[src/rtl/score_display.sv]
// score_display: binary score to four multiplexed active-low seven-segment digits
module score_display #(
    parameter int REFRESH_DIV = 50000,
    parameter int CNT_W       = 16,
    parameter bit BLANK_LZ    = 1'b1
) (
    input  logic        clk,
    input  logic        reset,
    input  logic [13:0] score,
    input  logic        load,
    output logic        busy,
    output logic [7:0]  seg,
    output logic [3:0]  an
);
    typedef enum logic [1:0] {IDLE, SHIFT, DONE} state_t;

    state_t           state_q, state_d;
    logic [13:0]      bin_q, bin_d;
    logic [15:0]      bcd_q, bcd_d;
    logic [15:0]      disp_q, disp_d;
    logic [3:0]       it_q, it_d;
    logic [CNT_W-1:0] cnt_q, cnt_d;
    logic [1:0]       idx_q, idx_d;
    logic [7:0]       seg_q, seg_d;
    logic [3:0]       an_q, an_d;
    logic [15:0]      adj;
    logic [3:0]       nib;
    logic             wrap;
    logic             blank;

    function automatic logic [7:0] decode(input logic [3:0] d);
        case (d)
            4'd0:    decode = 8'hC0;
            4'd1:    decode = 8'hF9;
            4'd2:    decode = 8'hA4;
            4'd3:    decode = 8'hB0;
            4'd4:    decode = 8'h99;
            4'd5:    decode = 8'h92;
            4'd6:    decode = 8'h82;
            4'd7:    decode = 8'hF8;
            4'd8:    decode = 8'h80;
            4'd9:    decode = 8'h90;
            default: decode = 8'hFF;
        endcase
    endfunction

    // double-dabble correction: every BCD nibble >= 5 gets +3 before the shift
    always_comb begin
        adj = bcd_q;
        for (int i = 0; i < 4; i++)
            adj[i*4 +: 4] = (bcd_q[i*4 +: 4] >= 4'd5) ? bcd_q[i*4 +: 4] + 4'd3 : bcd_q[i*4 +: 4];
    end

    // conversion FSM: capture saturated score, 14 shift steps, then publish to the display
    always_comb begin
        state_d = state_q;
        bin_d   = bin_q;
        bcd_d   = bcd_q;
        it_d    = it_q;
        disp_d  = disp_q;
        unique case (state_q)
            IDLE: begin
                if (load) begin
                    bin_d   = (score > 14'd9999) ? 14'd9999 : score;
                    bcd_d   = '0;
                    it_d    = '0;
                    state_d = SHIFT;
                end
            end
            SHIFT: begin
                {bcd_d, bin_d} = {adj[14:0], bin_q, 1'b0};
                it_d           = it_q + 4'd1;
                state_d        = (it_q == 4'd13) ? DONE : SHIFT;
            end
            DONE: begin
                disp_d  = bcd_q;
                state_d = IDLE;
            end
            default: state_d = IDLE;
        endcase
    end

    // scanner: refresh divider advances the digit index; seg/an are built from one index
    always_comb begin
        wrap  = (cnt_q == CNT_W'(REFRESH_DIV - 1));
        cnt_d = wrap ? '0 : cnt_q + 1'b1;
        idx_d = wrap ? idx_q + 2'd1 : idx_q;
        nib   = disp_q[{idx_q, 2'b00} +: 4];
        blank = BLANK_LZ && (idx_q != 2'd0) && ((disp_q >> {idx_q, 2'b00}) == 16'd0);
        seg_d = blank ? 8'hFF : decode(nib);
        an_d  = ~(4'b0001 << idx_q);
    end

    // all state registers; reset aborts any conversion and blanks the outputs
    always_ff @(posedge clk or negedge reset) begin
        if (!reset) begin
            state_q <= IDLE;
            bin_q   <= '0;
            bcd_q   <= '0;
            it_q    <= '0;
            disp_q  <= '0;
            cnt_q   <= '0;
            idx_q   <= '0;
            seg_q   <= 8'hFF;
            an_q    <= 4'b1111;
        end else begin
            state_q <= state_d;
            bin_q   <= bin_d;
            bcd_q   <= bcd_d;
            it_q    <= it_d;
            disp_q  <= disp_d;
            cnt_q   <= cnt_d;
            idx_q   <= idx_d;
            seg_q   <= seg_d;
            an_q    <= an_d;
        end
    end

    assign busy = (state_q != IDLE);
    assign seg  = seg_q;
    assign an   = an_q;
endmodule

[config.mk]
export PLATFORM = sky130hd
export DESIGN_NAME = score_display
export DESIGN_NICKNAME = d
export VERILOG_FILES = /design/src/rtl/score_display.sv
export SDC_FILE = /design/constraint.sdc
export NUM_CORES = 1
export LEC_CHECK = 0
export CAP_MARGIN = 0
export CORE_MARGIN = 3
export CORE_UTILIZATION = 25
export DETAILED_ROUTE_END_ITERATION = 8
export GPL_ROUTABILITY_DRIVEN = 0
export PLACE_DENSITY = 0.48
export SLEW_MARGIN = 40
export SYNTH_ARGS = -nofsm -noshare
export SYNTH_HDL_FRONTEND = slang
export SYNTH_SLANG_ARGS = --single-unit
[constraint.sdc]
create_clock -name clk -period 2.9 [get_ports clk]
set_input_delay 0.725 -clock clk [delete_from_list [all_inputs] [get_ports clk]]
set_output_delay 0.725 -clock clk [all_outputs]
set_load 0.03 [all_outputs]
==> reports/metrics.csv <==
stage,metric,value,unit
status,status,"finished, final reports clean",
power_and_ir_drop,power,4.143,mW
layout,area_delta_synth_final,20.30,%
logic_synthesis,synth_warnings,0,
global_route,grtUsageTotal,9.538,%
clock_tree,cts_tree,built,
worst_setup_path,start_kind,flip-flop,
timing,clock.fmax,402.6,MHz
clock_tree,clock_latency,0.34,ns
timing,fin_setup_tns,0,ns
power_and_ir_drop,vdd_ir_drop_max,0.3392,mV
global_route,gr-total-overflow,0,
logic_synthesis,synthCells,362,
die,io_pins,30,
global_route,antenna_found_initial,0,
route,routedWlPerCell,12.98,um
global_route,first_global_vias,2744,
layout,fin_cells,605,
worst_setup_path,end_kind,flip-flop,
logic_synthesis,synth_top_area_share,44.42,%
logic_synthesis,synth.distinct_cells,49,
route,finalWirelength,7854,um
worst_setup_path,reg2reg_from,idx_q[0],
place,place_inst,589,
die,fp.dieH,131.6,um
clock_tree,cts_buffer_depth,2,
die,chipWidth,131.6,um
worst_hold_path,holdCritPathClass,in -> async,
timing,fin_ws,0.4160,ns
clock_tree,cts_root_buf,clkbuf_16,
logic_synthesis,synth_top_area_cell,dfrtp_1,
logic_synthesis,ys_dominant_reg_cell,dfrtp_1,
logic_synthesis,synth_seq_area_share,51.74,%
timing,worst_pin_slew,0.6871,ns
layout,finalNetCount,426,
place,dpl_cell_area,0.004448,mm^2
place,numPortBuffers,28,
die,rows,45,
layout,antenna_cells,0,
logic_synthesis,synth.avg_cell_area,10.89,um^2
clock_tree,cts.clk_slew.worst_paths,0.06,ns
global_route,grt_first_pass_wirelength,13570,um
clock_tree,cts_sinks,81,
worst_setup_path,rrSetupSlack,0.42,ns
clock_tree,cts_buffers,9,
worst_setup_path,required,3.14,ns
logic_synthesis,async_flop_share,100.0,%
timing,finalCritPeriodShare,85.65,%
route,firstDrtPassIters,4,
die,die_area,0.01732,mm^2
logic_synthesis,synth_seq_cells,81,
layout,fin_util,30.98,%
timing,hold_ws,0.3740,ns
worst_setup_path,crit_fanout,7,
power_and_ir_drop,p_per_area,873.2,mW/mm^2
worst_setup_path,critical_path.cell_chain,mux4_2 > clkinv_1 > ha_1 > or4b_1 > a211o_1 > o311ai_1,
die,core-area,0.01531,mm^2
layout,stdcell_area,0.004745,mm^2
clock_tree,holdBufCountCts,0,
route,vias,2714,
global_route,grt_max_degree,42,
logic_synthesis,ys_top_cells_by_area,"dfrtp_1 (44%), dfstp_2 (7.3%), ha_1 (6.3%), o21ai_0 (3.3%), mux2_2 (2.9%)",
timing,slew_viol_final,0,
layout,mostFrequentLayoutCells,"dfrtp_1 (70), clkdlybuf4s50_1 (27), o21ai_0 (26)",
worst_setup_path,cp.arrival,2.73,ns
power_and_ir_drop,leakage,2.065,nW
route,drtIter0Drc,177,
worst_setup_path,reg2regPathDepth,6,
layout,final_common_cell,dfrtp_1,
timing,relSlewSlack,54.19,%
layout,layout-drive-gt1-share,12.18,%
place,dp_hpwl,5438,um
route,drt-vias-per-instance,4.486,
route,ant_nets,0,
route,drc_errors,0,
worst_setup_path,cp_slowest_cell,mux4_2,
logic_synthesis,synth_area,0.003944,mm^2
worst_setup_path,slowest_delay,0.64,ns
worst_setup_path,r2r_end,seg[5],
clock_tree,cts_resized,0,
die,initial_core_util,25.75,%
place,place_ws,0.4086,ns
worst_setup_path,critPathKind,reg -> reg,
timing,fin_crit,2.484,ns
clock_tree,ctsHtreeMaxLevel,3,
timing,hold_violations,0,
logic_synthesis,synth_nets,399,
logic_synthesis,synth_edf_count,0,
timing,setup_violations,0,
timing,fin_worst_skew,0.007783,ns
timing,rsz0062_at_grt,false,
clock_tree,post_cts_buffers,0,
run,cap_violations,0,
## per-layer routing
| layer | up-vias | part of all wire, % | track usage (%) |
|---|---|---|---|
| met5 | - | 0 | 0 |
| li1 | 1337 | - | - |
| met2 | 52 | 45 | 14.50 |
| met3 | 9 | 5.0 | 3.484 |
| met1 | 1316 | 49 | 12.58 |
| met4 | 0 | 1.2 | 3.209 |
## registers in the layout, indices dropped and copies added (netlist names)
name	count
bcd_q	16
cnt_q	16
disp_q	16
bin_q	14
seg	7
an	4
it_q	4
idx_q	2
state_q	2
## worst max-delay path by stage
stage                     startpoint  endpoint  slack [ns]  cells past startpoint
after floorplan             idx_q[0]    seg[5]        0.65                      7
after global placement      score[6]  bin_q[1]        0.44                      5
after detailed placement    idx_q[0]    seg[5]        0.41                      6
after CTS                   idx_q[0]    seg[5]        0.39                      6
after global routing        idx_q[0]    seg[6]        0.29                      6
final                       idx_q[0]    seg[5]        0.42                      6
## power breakdown
part / leakage, nW / switching, mW / internal (mW) / total [mW]
Sequential: 1.02 / 0.233 / 1.46 / 1.69
Clock: 0.137 / 0.429 / 0.688 / 1.12
Combinational: 0.905 / 0.710 / 0.626 / 1.34
## critical path: cells and delay by family (launching register included)
family                     cells  cell delay (ns)
muxes                          1             0.64
DFF                            1             0.53
AOI/OAI and AO/OA              2             0.48
and+or+nand+nor                1             0.43
adders and majority gates      1             0.16
buffers and inverters          1             0.13
## Yosys cell counts (2+ instances only)
cell type	number
mux2_2	10
o311ai_1	2
and4_1	3
buf_1	2
mux4_2	4
clkinv_1	2
nand2_1	23
dfrtp_1	70
dfstp_2	11
xor2_1	12
o32ai_1	3
nor4_1	6
buf_6	2
a22o_1	7
xnor2_1	11
nand2b_1	6
nor2_1	22
nand4_1	5
and3_1	2
o22ai_1	6
inv_1	20
ha_1	20
o21ai_0	26
a211oi_1	3
a21o_1	7
a32o_1	4
nand3_1	10
clkbuf_1	6
mux2i_1	2
buf_2	6
nor2b_1	3
o31ai_1	4
mux2_1	2
or2_1	2
a21oi_1	13
a22oi_1	3
o21ai_1	7
nor3_1	4
## final cells by class
cell class,instances,area [um^2]
fillers,1616,10570
flip-flops and latches,81,2041
multi-input cells,241,1730
repair buffers,34,335.3
well taps,211,264.0
clock buffers,13,250.2
inverters,22,82.58
clock inverters,3,41.29
## cells by family after synthesis
family                     count (synthesis)  synth area share, %
and+or+nand+nor                           90                11.36
AOI/OAI and AO/OA                         89                14.63
DFF                                       81                51.74
buffers and inverters                     40                4.505
xor gates and xnor gates                  23                5.108
adders and majority gates                 20                6.345
muxes                                     18                6.218
other                                      1              0.09509
Note: power is estimated with default switching activity, not from simulation.
